===== src/rtl/sdram_cmd_arbiter.sv =====
// SDRAM command arbiter: init, auto-refresh and NCH user burst engines share one
// registered pin set. Refresh wins; users are fixed-priority or round-robin.
module sdram_cmd_arbiter #(
  parameter int NCH     = 4,
  parameter int ADDR_W  = 12,
  parameter int BA_W    = 2,
  parameter int DQ_W    = 16,
  parameter int RR_MODE = 1,
  parameter int WDOG    = 1024,
  localparam int GID_W  = (NCH > 1) ? $clog2(NCH) : 1
) (
  input  logic                   sclk,
  input  logic                   rst_n,
  input  logic                   init_done,
  input  logic [3:0]             init_cmd,
  input  logic [ADDR_W-1:0]      init_addr,
  input  logic                   aref_req,
  input  logic                   aref_end,
  input  logic [3:0]             aref_cmd,
  input  logic [ADDR_W-1:0]      aref_addr,
  output logic                   aref_en,
  input  logic [NCH-1:0]         ch_req,
  input  logic [NCH-1:0]         ch_end,
  input  logic [4*NCH-1:0]       ch_cmd,
  input  logic [ADDR_W*NCH-1:0]  ch_addr,
  input  logic [BA_W*NCH-1:0]    ch_bank,
  input  logic [DQ_W*NCH-1:0]    ch_dq,
  input  logic [NCH-1:0]         ch_dq_oe,
  output logic [NCH-1:0]         ch_en,
  output logic [3:0]             sdram_cmd,
  output logic [ADDR_W-1:0]      sdram_addr,
  output logic [BA_W-1:0]        sdram_bank,
  output logic [DQ_W-1:0]        sdram_dq_out,
  output logic                   sdram_dq_oe,
  output logic [GID_W-1:0]       grant_id,
  output logic                   busy,
  output logic                   err_timeout
);
  localparam int         WD_W = $clog2(WDOG);
  localparam logic [3:0] NOP  = 4'b0111;

  typedef enum logic [1:0] {S_IDLE, S_ARBIT, S_AREF, S_GRANT} state_t;

  state_t            r_state, w_nstate;
  logic [GID_W-1:0]  r_gid, r_ptr, w_win;
  logic              w_found, w_end;
  logic [WD_W-1:0]   r_wdog;
  logic [NCH-1:0]    r_ch_en, w_ch_en;
  logic              r_aref_en, w_aref_en, r_err, w_err, r_busy;
  logic [3:0]        r_cmd, w_cmd;
  logic [ADDR_W-1:0] r_addr, w_addr;
  logic [BA_W-1:0]   r_bank, w_bank;
  logic [DQ_W-1:0]   r_dq, w_dq;
  logic              r_oe, w_oe;

  // Winner search; in round-robin it starts just past the last granted channel.
  always_comb begin
    int j;
    w_win   = '0;
    w_found = 1'b0;
    j       = 0;
    for (int i = 0; i < NCH; i++) begin
      j = (RR_MODE != 0) ? int'(r_ptr) + 1 + i : i;
      if (j >= NCH) j = j - NCH;
      if (!w_found && ch_req[j]) begin
        w_found = 1'b1;
        w_win   = GID_W'(j);
      end
    end
  end

  always_comb begin
    w_nstate  = r_state;
    w_ch_en   = '0;
    w_aref_en = 1'b0;
    w_err     = 1'b0;
    w_cmd     = NOP;
    w_addr    = '0;
    w_bank    = '0;
    w_dq      = '0;
    w_oe      = 1'b0;
    w_end     = (r_state == S_AREF) ? aref_end : ch_end[r_gid];
    case (r_state)
      S_IDLE: begin
        w_cmd  = init_cmd;
        w_addr = init_addr;
        if (init_done) w_nstate = S_ARBIT;
      end
      S_ARBIT: begin
        if (aref_req) begin
          w_nstate  = S_AREF;
          w_aref_en = 1'b1;
        end else if (w_found) begin
          w_nstate       = S_GRANT;
          w_ch_en[w_win] = 1'b1;
        end
      end
      default: begin
        if (r_state == S_AREF) begin
          w_cmd  = aref_cmd;
          w_addr = aref_addr;
        end else begin
          w_cmd  = ch_cmd[4*int'(r_gid) +: 4];
          w_addr = ch_addr[ADDR_W*int'(r_gid) +: ADDR_W];
          w_bank = ch_bank[BA_W*int'(r_gid) +: BA_W];
          w_dq   = ch_dq[DQ_W*int'(r_gid) +: DQ_W];
          w_oe   = ch_dq_oe[r_gid];
        end
        if (w_end) begin
          w_nstate = S_ARBIT;
        end else if (r_wdog == WD_W'(WDOG - 1)) begin
          w_nstate = S_ARBIT;
          w_err    = 1'b1;
        end
      end
    endcase
  end

  always_ff @(posedge sclk or negedge rst_n) begin
    if (!rst_n) begin
      r_state   <= S_IDLE;
      r_gid     <= '0;
      r_ptr     <= GID_W'(NCH - 1);
      r_wdog    <= '0;
      r_ch_en   <= '0;
      r_aref_en <= 1'b0;
      r_err     <= 1'b0;
      r_busy    <= 1'b0;
      r_cmd     <= NOP;
      r_addr    <= '0;
      r_bank    <= '0;
      r_dq      <= '0;
      r_oe      <= 1'b0;
    end else begin
      r_state   <= w_nstate;
      r_ch_en   <= w_ch_en;
      r_aref_en <= w_aref_en;
      r_err     <= w_err;
      r_busy    <= (w_nstate == S_AREF) || (w_nstate == S_GRANT);
      r_cmd     <= w_cmd;
      r_addr    <= w_addr;
      r_bank    <= w_bank;
      r_dq      <= w_dq;
      r_oe      <= w_oe;
      if (r_state == S_ARBIT && w_nstate == S_GRANT) begin
        r_gid <= w_win;
        r_ptr <= w_win;
      end
      // Dwell counter restarts on every state change, counts only while owned.
      if (w_nstate != r_state) r_wdog <= '0;
      else if (r_busy)         r_wdog <= r_wdog + WD_W'(1);
    end
  end

  assign aref_en      = r_aref_en;
  assign ch_en        = r_ch_en;
  assign sdram_cmd    = r_cmd;
  assign sdram_addr   = r_addr;
  assign sdram_bank   = r_bank;
  assign sdram_dq_out = r_dq;
  assign sdram_dq_oe  = r_oe;
  assign grant_id     = r_gid;
  assign busy         = r_busy;
  assign err_timeout  = r_err;
endmodule

===== config.mk =====
export PLATFORM = sky130hd
export DESIGN_NAME = sdram_cmd_arbiter
export DESIGN_NICKNAME = d
export VERILOG_FILES = /design/src/rtl/sdram_cmd_arbiter.sv
export SDC_FILE = /design/constraint.sdc
export NUM_CORES = 1
export LEC_CHECK = 0
export ABC_AREA = 1
export ABC_CLOCK_PERIOD_IN_PS = 1500
export CAP_MARGIN = 25
export CORE_ASPECT_RATIO = 1.1
export CORE_UTILIZATION = 34
export DETAILED_ROUTE_END_ITERATION = 16
export PLACE_DENSITY = 0.89
export SETUP_SLACK_MARGIN = 0.05
export SLEW_MARGIN = 20
export SYNTH_ARGS = -nofsm -noshare
export SYNTH_HDL_FRONTEND = slang
export SYNTH_SLANG_ARGS = --single-unit

===== constraint.sdc =====
create_clock -name sclk -period 1.5 [get_ports sclk]
set_input_delay 0.225 -clock sclk [delete_from_list [all_inputs] [get_ports sclk]]
set_output_delay 0.225 -clock sclk [all_outputs]
set_load 0.1 [all_outputs]

### Yosys cells after proc, flatten, opt, wreduce, memory -nomap -nowiden

Cells that the tools add are included.

| storage, ports and cells | value |
|---|---|
| register bits after elaboration | 58 |
| output and inout bits | 44 |
| bits of input ports | 185 |
| word-level logic and storage cells | 113 |

| cells by class | value |
|---|---|
| order comparisons | 11 |
| multiply operators | 1 |
| mux-type cells | 57 |
| equal/unequal tests | 6 |
| shift-type cells | 4 |
| reduce and logical (&&, ||, !) cells | 12 |
| add/subtract/negate cells | 9 |

Operators by type and width:

| cell | number |
|---|---|
| $lt A32 B4 Y1 const B | 4 |
| $mux W32 | 4 |
| $ge A32 B4 Y1 const B | 3 |
| $sub A32 B4 Y32 const B | 3 |
| $shiftx A64 B7 Y16 | 1 |
| $shiftx A48 B7 Y12 | 1 |
| $add A32 B2 Y32 const B | 1 |
| $add A32 B3 Y32 const B | 1 |
| $mux W16 | 2 |
| $pmux W12 S2 | 1 |
| $mux W1 | 23 |
| $mux W2 | 11 |
| $mux W10 | 2 |
| $mux W4 | 4 |
| $shiftx A16 B5 Y4 | 1 |
| $bmux W1 S2 | 6 |
| $mux W12 | 1 |
| $add A10 B1 Y10 const B | 1 |
| $eq A10 B10 Y1 const B | 1 |
| $pmux W4 S2 | 1 |
| $shiftx A8 B4 Y2 | 1 |
| $eq A2 B2 Y1 const B | 3 |
| $lt A2 B3 Y1 const B | 2 |
| $logic_and A1 B1 Y1 | 5 |
| 15 further kinds | 17 |

### Logic depth before layout (Yosys ltp)

| logic depth | value |
|---|---|
| word-level depth | 23 |
| depth in mapped cells | 13 |
| depth with buffers taken out | 12 |

### Least setup slack after synthesis

No wires, ideal clock.

| timing | value |
|---|---|
| path type | register to register |
| start point | reg r_gid[0] (netlist: grant_id[0]) |
| end point | reg r_wdog[3] |
| cell stages (with the launch flop) | 12 |
| path slack | -0.672 ns |
| arrival time | 2.051 ns |
| buffers on the path | 0 |
| cell sequence | dfrtp_1 -> clkinv_1 -> nand2_1 -> nand3_1 -> nand3_1 -> nand2_1 -> nand2_1 -> nand3_1 -> nand2_1 -> inv_2 -> nand2_8 -> nor2_2 |

| on the way | value |
|---|---|
| cells in the longest elaborated chain, start to end | 7 |

RTL lines:

| element | RTL line | RTL |
|---|---|---|
| start, declared | 45 | `logic [GID_W-1:0] r_gid, r_ptr, w_win;` |
| start signal, assigned | 146 | `r_gid <= w_win;` |
| $bmux W1 S2 * | 82 | `w_end = (r_state == S_AREF) ? aref_end : ch_end[r_gid];` |
| $mux W1 (not written as such) * | 82 |  |
| $mux W1 * | 82 |  |
| $mux W2 * | 109 | `if (w_end) begin` |
| $pmux W2 S2 * | 83 | `case (r_state)` |
| $ne A2 B2 Y1 * | 150 | `if (w_nstate != r_state) r_wdog <= '0;` |
| $mux W10 or $reduce_bool A2 Y1 (tied branches) | -- |  |
| end signal, assigned | 151 | `else if (r_busy) r_wdog <= r_wdog + WD_W'(1);` |
| end, declared | 47 | `logic [WD_W-1:0] r_wdog;` |

Every way passes the cells marked *; elsewhere a longest branch is shown, timed or not. The select of a mux whose other input is x is not followed.
A chain may end at the register's enable or synchronous reset.

### Final worst setup path

| timing | value |
|---|---|
| start point | reg r_ptr[0] |
| end point | reg r_wdog[5] |

| on the way | value |
|---|---|
| cells in the longest elaborated chain, start to end | 21 |

RTL lines:

| element | RTL line | RTL |
|---|---|---|
| start, declared | 45 |  |
| start signal, assigned | 123 | `r_ptr <= GID_W'(NCH - 1);` |
| start signal, assigned | 147 | `r_ptr <= w_win;` |
| $add A2 B1 Y3 * | 63 | `j = (RR_MODE != 0) ? int'(r_ptr) + 1 + i : i;` |
| branches (longest 14 deep; another with $add A32 B2 Y32) | -- |  |
| $mux W1 * | 65 | `if (!w_found && ch_req[j]) begin` |
| $mux W2 * | 93 | `end else if (w_found) begin` |
| $mux W2 * | 90 | `if (aref_req) begin` |
| $pmux W2 S2 * | 83 |  |
| $ne A2 B2 Y1 * | 150 |  |
| $mux W10 or $reduce_bool A2 Y1 (tied branches) | -- |  |

Every way passes the cells marked *. The select of a mux whose other input is x is not followed.

==> run_results.csv <==
group,metric,value,unit
setup_path,setup.worst_path.end_class,"flip-flop",
die,dieArea,0.01097,mm2
die,die_y,109.7,um
setup_path,crit_arrival,2090,ps
global_route,grt_usage,28.03,%
global_route,grt_pass1_wl,23470,um
timing,hold_viol,0,
timing,clock.fmax,551.2,MHz
clock_tree,clkTransAtPathRegs,80,ps
detailed_routing,wire_per_inst,19.55,um
clock_tree,cts_sinks,57,
global_route,use_met2,53.79,%
timing,setup_viol,43,
detailed_routing,drt_iter0_drc,241,
setup_path,start_kind,"flip-flop",
setup_path,path_cells,"buf_12, inv_8, nand2_2, nand2_2, nand2_2, nand2_4, nor2_4, nand4_4, nand2_4, nand2_8, nor2_4",
detailed_routing,drt_pass1_iterations,5,
setup_path,required,1780,ps
die,core,0.01008,mm2
setup_path,r2r_slack,-310,ps
timing,period_minus_slack,1814,ps
logic_synthesis,syn_nets,687,
logic_synthesis,avgSynthCellArea,7.163,um2
logic_synthesis,synthDistinctLibCells,39,
logic_synthesis,synth_cells,501,
setup_path,worstReg2RegEnd,"r_wdog[5]",
timing,rsz0062_at_grt,"true",
global_route,antenna_found_initial,0,
power_and_ir_drop,p_leak,3.448,nW
power_and_ir_drop,vdd_drop_max,0.001332,V
layout,layout_common_cells,"clkdlybuf4s50_1 (183), nor2_1 (68), nand2_1 (63)",
layout,fin_nets,971,
detailed_routing,drtAntennaViolNets,0,
setup_path,cpMostUsedCell,"nand2_2",
die,die_x,99.95,um
layout,antenna_cells,0,
clock_tree,cts_made_buffers,9,
timing,slew_headroom,70.04,%
placement,gp_congestion,0.8406,
global_route,grt_overflow,0,
timing,drv_slew,0,
die,initial_core_util,35.60,%
placement,port_buffers,228,
clock_tree,htree_levels,3,
layout,layout.cells.non_filler,930,
timing,tightest_slew,448.9,ps
global_route,use_met1,26.97,%
job,cap_violations,0,
setup_path,crit_slowest_cell,"dfstp_2",
logic_synthesis,synth.cell_area,0.003588,mm2
setup_path,cp_num_buf_inv,2,
placement,dp_cells,867,
timing,skew,11.40,ps
global_route,grt_start_max_net_pins,58,
setup_path,cp_max_fo,6,
die,row_count,38,
detailed_routing,drc,0,
die,ioPinCount,229,
clock_tree,cts_tree,"done",
setup_path,cp_top_family,"simple AND/OR/NAND/NOR gates",
layout,final_common_cell,"clkdlybuf4s50_1",
global_route,grt_pass1_vias,4979,
clock_tree,clockRootBuffer,"clkbuf_8",
clock_tree,cts.path.max_buffers,2,
detailed_routing,vias,4910,
setup_path,critPathMaxStageDelay,560,ps
global_route,busiest_layer,"met2",
timing,finalWorstSetupSlack,-314.2,ps
detailed_routing,drt-total-wl,18180,um
placement,dp_hpwl,11420,um
setup_path,worst_r2r_startpoint,"r_ptr[0]",
setup_path,r2r_cells,11,
layout,area_delta_synth_final,123.1,%
setup_path,critPathKind,"flip-flop to flip-flop",
run_status,violations,"setup timing",
logic_synthesis,synth_seq_cells,57,
global_route,grt_util_met3,7.883,%
detailed_routing,vias_per_cell,5.280,
clock_tree,clkLatencyLatePin,340,ps
logic_synthesis,ys_seq_area_share,39.92,%
power_and_ir_drop,powerDensity,2394,mW/mm2
logic_synthesis,yosysWarnings,0,
run_status,outcome,"finished, violations left",
hold_path,hp-class,"input pin to asynchronous set/reset pin",
timing,finalSetupTns,-7121,ps
timing,fin_crit_sh,120.9,%
layout,layout-drive-gt1-share,33.16,%
## cell type report
| class | instances | area [um2] |
|---|---|---|
| inverters | 30 | 138.9 |
| repair buffers | 302 | 3612 |
| clock inverters | 6 | 90.09 |
| clock buffers | 10 | 137.6 |
| flip-flops and latches | 57 | 1444 |
| fillers | 673 | 2074 |
| multi-input cells | 385 | 2407 |
| well taps | 140 | 175.2 |
## power by group
part	internal, mW	total [mW]	switching, mW
Combinational	5.86	14.7	8.84
Clock	0.986	1.67	0.687
Sequential	2.19	2.80	0.608
Total	9.04	19.2	10.1
## synthesized netlist by cell type
master    count  share of area [%]
o21ai_1       1               0.14
nand3b_1      1               0.21
a221o_1      12                3.3
nand2_8       1               0.56
nor2_2        9                1.6
nand3_1      34                4.7
or2_2         1               0.17
dfrtp_1      52                 36
nor3_1        1               0.14
xor2_1        5                1.2
nand2_2       7                1.2
nand4_1       3               0.52
xnor2_1       3               0.73
ha_1          1               0.35
o21ai_0      51                7.1
buf_4         1               0.21
inv_2         3               0.31
and3_1        1               0.17
clkinv_1      3               0.31
clkbuf_1     16                1.7
or2_1         1               0.17
buf_2         8                1.1
mux2i_1       1               0.28
nand2_1      93                9.7
nand2_4       2               0.63
o22ai_1       1               0.17
nor2_1       97                 10
buf_1         4               0.42
and2_1        1               0.17
clkinv_2      1               0.14
a21oi_1      45                6.3
nand3_2       2               0.56
nor2_4        3               0.94
inv_4         1               0.17
nand4_2       1               0.35
inv_1        22                2.3
o221ai_1      6                1.5
buf_6         1               0.31
dfstp_2       5                3.7
## stage by stage
stage                     power [mW]  hold WS [ps]  util [%]  setup slack [ps]  instance area, um2
final                          19.17         412.1     79.42            -314.2                8005
after global routing           19.89         432.4     79.42            -346.8                8005
after CTS                      16.93         426.9     72.00            -181.3                7257
after detailed placement       14.11         258.8     65.69            -337.9                6621
after global placement         13.79         252.0     65.69            -205.7                6621
after floorplan                9.765        -70.59         -            -64.83                3674
## repair_timing
item                                   4_1_cts  5_1_grt
hold buffers                                 1        0
pin swaps                                   16       58
setup buffers                               21       21
cloned                                       2        7
resized for setup                           46      168
setup endpoints to repair                   41       51
endpoints found under the hold margin       52        0
## state kept, by name (all words and copies together) (netlist names), 2 cells and up
register / flops
ch_en: 4
grant_id: 2
r_ptr: 2
r_wdog: 10
sdram_addr: 12
sdram_bank: 2
sdram_cmd: 4
sdram_dq_out: 16
## worst reg2reg max path, cell delays in order (launching register included)
cell     delay (ps)
dfstp_2         560
buf_12          130
inv_8            50
nand2_2          60
nand2_2         110
nand2_2         120
nand2_4          70
nor2_4          170
nand4_4         120
nand2_4         150
nand2_8         100
nor2_4           90
## metal layers
metal  part of all wire, %  wire length, um
met1                    34             6147
met2                    53             9713
met3                   8.1             1479
met4                   4.6              836
met5                 0.027                5
## cells by family (layout without fill, tap and decap cells)
logic type	count (synthesis)	in the layout	share of synthesized area, %
buffers and inverters	60	348	6.974
multiplexers	1	1	0.2790
AO/OA/AOI/OAI	116	116	18.51
AND/OR/NAND/NOR	258	259	32.01
adder cells (fa/ha/maj)	1	1	0.3486
flip-flops	57	57	39.92
XOR/XNOR	8	8	1.953
## worst max path at each step
stage / start / to / slack (ps) / cells past startpoint
floorplan: busy / r_wdog[0] / -60 / 10
global placement: ch_req[3] / grant_id[0] / -210 / 12
detailed placement: ch_req[3] / ch_en[3] / -340 / 11
CTS: r_ptr[0] / grant_id[0] / -180 / 12
global route: r_ptr[0] / r_wdog[9] / -350 / 11
finish: r_ptr[0] / r_wdog[5] / -310 / 11
Power figures use the tool's default switching activity.
==> RTL change 1: new RTL, config.mk and constraints unchanged <==
`WDOG`: 1024 -> 2048.
--- a/src/rtl/sdram_cmd_arbiter.sv
+++ b/src/rtl/sdram_cmd_arbiter.sv
@@ -7,5 +7,5 @@
   parameter int DQ_W    = 16,
   parameter int RR_MODE = 1,
-  parameter int WDOG    = 1024,
+  parameter int WDOG    = 2048,
   localparam int GID_W  = (NCH > 1) ? $clog2(NCH) : 1
 ) (
Function: same outputs for any inputs over 10 cycles, from zero or initial values and one cycle with rst_n low; that may be too few to reach the edited logic, so the function may still have changed.
==> RTL change 1 against the unedited design <==
The run still ends with negative setup slack left; clock skew is 0.0054 ns lower; setup slack worse by 0.069 ns; final area is 0.17% higher; first-iteration DRC count is 26% higher; area after synthesis is 0.14% lower; sequential share of layout area is 0.28 points higher; wire length is 0.84% lower; non-clock buffer count is 3 lower; total power is 8.6% lower; combinational power is 9% lower; sequential cell count is 1 higher.
==> RTL change 1: results (changes against the unedited design) <==
Place
  – Placed cells: 897 (+3.5%)
  – Post-DP HPWL: 11,400 um (+0.14%)
  – Gp weighted congestion: 0.944 (+12%)
  – Post-Place Cell Area: 6760 um^2 (+2.1%)

Cells and area
  – Max reg flops: 16 (unchanged)
  – Fin cells: 938 (+0.86%)
  – Layout cells sized above 1: 34.5% (+1.3 points)
  – Fillers: 608 (-9.7%)
  – Antenna cell count: 0 (unchanged)
  – Final #Nets: 979 (+0.82%)

Logic synthesis
  – Commonest cells post-synth: nand2_1, nor2_1, dfrtp_1
  – Synth Area in Compound Gates: 19.2% (+0.65 points)
  – Net Count, Synth: 697 (+1.5%)
  – Adder-Cell Fraction of Synth Area: 0.349% (+0.00049 points)
  – Distinct cell type count after synthesis: 30 (-23%)
  – Mean Syn Cell Area: 7.01 um^2 (-2.1%)
  – Seq/Total Area, Yosys: 40.7% (+0.75 points)
  – Area contributors post-synth: dfrtp_1, nand2_1, nor2_1, a21oi_1, o21ai_0
  – Post-synthesis xor/xnor area fraction: 1.47% (-0.49 points)
  – Async set-reset flop share out of synthesis: 100% (unchanged)
  – Mux cell area share after synthesis: 0.279% (+0.00039 points)
  – Synth Flop Type: dfrtp_1

Clock tree
  – CTS buffer count: 9 (unchanged)
  – CTS Buffer Depth: 2 (unchanged)

Route
  – Routed length per placed instance: 19.2 um (-1.7%)
  – Routed vias: 5,040 (+2.6%)
  – DR pass1 iterations: 5 (unchanged)
  – Initial DRC count: 304 (+26%)

Setup path
  – Reg2reg path depth: 12 (+1)
  – Worst Path Arrival: 2.11 ns (+0.02 ns)
  – Worst path slowest cell: dfstp_2
  – Crit-path max FO: 5 (-1)
  – Max stage delay on crit path: 0.62 ns (+0.06 ns)
  – Critical Path End Type: flip-flop
  – R2r endpoint: ch_en[0]

Run status
  – Violated checks: negative setup slack
  – Status: complete, but fails checks

STA
  – Final setup fails: 23 (-47%)
  – Final Skew: 0.00604 ns (-0.00536 ns)
  – Worst-margin pin slew: 0.334 ns (-0.115 ns)
  – Final setup margin: -0.383 ns (-0.0693 ns)

Pwr
  – Static Leakage: 3.45 nW (+0.15%)
  – Switch share: 52.3% (-0.58 points)
  – Max VDD drop: 0.00177 V (+33%)

Global routing
  – Largest net degree at the start of global routing: 59 (+1.7%)
  – First-pass GRT wire length: 24,000 um (+2.4%)
  – Global Route Usage Sum: 29.0% (+1.0 points)
  – Initial antenna violation count: 0 (unchanged)
[RTL change 1: worst register-to-register path, delay by kind of cell, from the launching register on]
family,cells,cell delay (ns)
and+or+nand+nor,9,0.78
buffers and inverters,3,0.36
DFF,1,0.62
[RTL change 1: power by group through the flow]
stage | combinational [mW] | sequential (mW) | clock, mW
after floorplan | 3.48 | 5.44 | 0
after global placement | 10.0 | 2.64 | 0
after detailed placement | 10.2 | 2.66 | 0
after CTS | 11.6 | 2.62 | 1.46
after global routing | 14.0 | 2.68 | 1.55
final | 13.4 | 2.64 | 1.45
[RTL change 1: timing repair]
item | in CTS | in global routing
buffers inserted | 12 | 4
hold endpoints to repair | 53 | 0
gates resized for setup | 80 | 131
endpoints found under the setup margin | 50 | 49
cloned | 4 | 6
hold buffers | 1 | 0
pin swaps | 18 | 58
[RTL change 1: stage by stage]
step	TNS, ns	worst slack (ns)
after floorplan	-2.09	-0.169
after global placement	-4.08	-0.274
after detailed placement	-5.92	-0.352
after CTS	-2.44	-0.160
after global routing	-6.84	-0.420
final	-5.59	-0.383
[RTL change 1: logic make-up (layout without fill, tap and decap cells)]
family / count (synthesis) / in the layout
compound gates: 121 / 121
xor+xnor: 6 / 6
fa+ha+maj: 1 / 1
buf+inv: 60 / 346
flops: 58 / 58
mux: 1 / 1
simple gates: 264 / 265
[RTL change 1: area by class of cell]
cell class	count	area [um^2]	share of cell area [%]
repair buffers	299	3590	44.8
well taps	140	175	2.18
multi-input cells	394	2450	30.5
flip-flops and latches	58	1470	18.3
clock buffers	15	196	2.45
inverters	31	131	1.64
clock inverters	1	5.00	0.0624
[RTL change 1: how the worst min path moves through the flow]
stage | slack [ns] | depth (start not counted) | end
2_1_floorplan | -0.07 | 0 | aref_en
3_3_place_gp | 0.25 | 2 | sdram_addr[10]
3_5_place_dp | 0.25 | 2 | sdram_addr[5]
4_1_cts | 0.45 | 3 | sdram_addr[10]
5_1_grt | 0.46 | 3 | sdram_addr[10]
6_report | 0.43 | 3 | sdram_addr[10]
[RTL change 1: per-layer routing]
| metal | wire, um | GRT usage [%] | vias to the layer above |
|---|---|---|---|
| li1 | - | - | 2254 |
| met1 | 5990 | 26.5 | 2371 |
| met2 | 9560 | 56.1 | 334 |
| met3 | 1470 | 7.31 | 81 |
| met4 | 1010 | 20.3 | 0 |
| met5 | 0 | 0 | - |
==> RTL change 2: new RTL, same settings <==
Made on the original files. Encoding of `state_t`: now one-hot (4 bits for 4 states).
--- a/src/rtl/sdram_cmd_arbiter.sv
+++ b/src/rtl/sdram_cmd_arbiter.sv
@@ -40,5 +40,5 @@
   localparam logic [3:0] NOP  = 4'b0111;
 
-  typedef enum logic [1:0] {S_IDLE, S_ARBIT, S_AREF, S_GRANT} state_t;
+  typedef enum logic [3:0] {S_IDLE = 4'b0001, S_ARBIT = 4'b0010, S_AREF = 4'b0100, S_GRANT = 4'b1000} state_t;
 
   state_t            r_state, w_nstate;
Check against the original RTL: no difference found for any inputs over 10 cycles, from zero or initial values and one cycle with rst_n low; not proved beyond that.
==> RTL change 2 against the unedited design <==
Area after synthesis grew 8.2%; total power rose by 19%; first-iteration DRC count increased by 14%; via count grew 8.3%; setup slack got worse by 0.17 ns; critical path type unchanged; largest cell class unchanged; sequential cell count grew 3; the run still ends with negative setup slack left; wire length grew 6.3%; final area is 11% higher.
==> RTL change 2: results (changes against the unedited design) <==
Pwr
  – Int Pwr: 11.1 mW (+23%)
  – Static Leakage: 3.76 nW (+9.1%)
  – Max VDD drop: 0.00161 V (+21%)

Cells and area
  – Signal inverters: 39 (+30%)
  – Final #Nets: 1,027 (+5.8%)
  – Signal buffers: 329 (+8.9%)
  – Utilization after layout: 80.9% (+1.5 points)
  – Layout cells sized above 1: 41.5% (+8.3 points)
  – Final sequential cell count: 60 (+5.3%)
  – # clk buffers: 14 (+4)
  – Seq/total area: 17.0% (-0.99 points)
  – Fillers: 615 (-8.6%)
  – Multi-In Gates: 402 (+4.4%)
  – Clock-cell share: 3.36% (+0.51 points)
  – Multi-input logic area: 2850 um^2 (+18%)

Clock tree
  – CTS-repair resized insts: 139 (+200%)
  – H-tree level count: 3 (unchanged)
  – Root Buffer: clkbuf_16
  – Clk pin slew, worst setup/hold paths: 0.05 ns (-0.03 ns)
  – Setup bufs post-CTS: 23 (+9.5%)
  – CTS buffer count: 9 (unchanged)

Global routing
  – M2 GR Usage: 54.4% (+0.65 points)
  – First-pass GRT wire length: 27,600 um (+18%)
  – GR Util met1: 34.2% (+7.2 points)
  – Global Route Usage Sum: 30.4% (+2.4 points)
  – Largest net degree at the start of global routing: 61 (+5.2%)
  – Met3 Track Usage GR: 5.63% (-2.2 points)
  – Vias in the first global route: 5,435 (+9.2%)

Logic synthesis
  – Distinct cell type count after synthesis: 38 (-2.6%)
  – Net Count, Synth: 713 (+3.8%)
  – Commonest cells post-synth: nor2_1, o21ai_0, dfrtp_1
  – Mean Syn Cell Area: 7.37 um^2 (+2.9%)
  – Seq/Total Area, Yosys: 38.9% (-1.1 points)
  – Area contributors post-synth: dfrtp_1, nor2_1, o21ai_0, o22ai_1, dfstp_2

Route
  – Routed vias: 5,318 (+8.3%)
  – Initial DRC count: 275 (+14%)
  – Highest Signal Layer: met4
  – DR pass1 iterations: 4 (-1)
  – DR vias/cell: 5.36 (+1.4%)
  – WL met3: 1210 um (-18%)
  – DRT met1 WL: 7210 um (+17%)

STA
  – Relative slew margins: 73.6% (+3.6 points)
  – Final Skew: 0.00804 ns (-0.00336 ns)
  – Setup TNS: -11.79 ns (-4.67 ns)
  – Final setup margin: -0.486 ns (-0.172 ns)
  – Final hold slack: 0.434 ns (+0.0215 ns)
  – Final setup fails: 54 (+26%)

Setup path
  – Worst Path Arrival: 2.19 ns (+0.10 ns)
  – R2r endpoint: r_wdog[9]

Run status
  – Status: complete, but fails checks
  – Violated checks: negative setup slack

Place
  – Gp weighted congestion: 0.897 (+6.7%)
  – Post-Place Cell Area: 7260 um^2 (+9.7%)
  – Placed cells: 939 (+8.3%)
  – Post-DP HPWL: 11,700 um (+2.6%)
  – Pre-CTS setup slack: -0.461 ns (-0.123 ns)

Die
  – Tapcell Cnt: 147 (+5.0%)
==> RTL change 2: power groups by stage <==
stage                     logic [mW]  registers (mW)  clock network (mW)
after CTS                       16.0            2.94                2.11
after global placement          12.8            2.96                   0
after floorplan                 4.38            6.40                   0
final                           17.7            2.96                2.11
after detailed placement        13.0            2.99                   0
after global routing            18.4            3.01                2.18
==> RTL change 2: cell families (layout without fill, tap and decap cells) <==
kind of cell | Yosys count | in the layout | share of synthesized area [%]
mux | 1 | 1 | 0.258
fa+ha+maj | 1 | 1 | 0.322
compound gates | 151 | 152 | 21.4
simple gates | 238 | 239 | 30.3
xor+xnor | 9 | 9 | 2.03
flops | 60 | 60 | 38.9
buf+inv | 67 | 384 | 6.89
==> RTL change 2: worst min path at each step <==
stage                         end
finish              sdram_addr[6]
global route        sdram_addr[6]
CTS                 sdram_addr[3]
detailed placement  sdram_addr[6]
global placement    sdram_addr[3]
floorplan                 aref_en
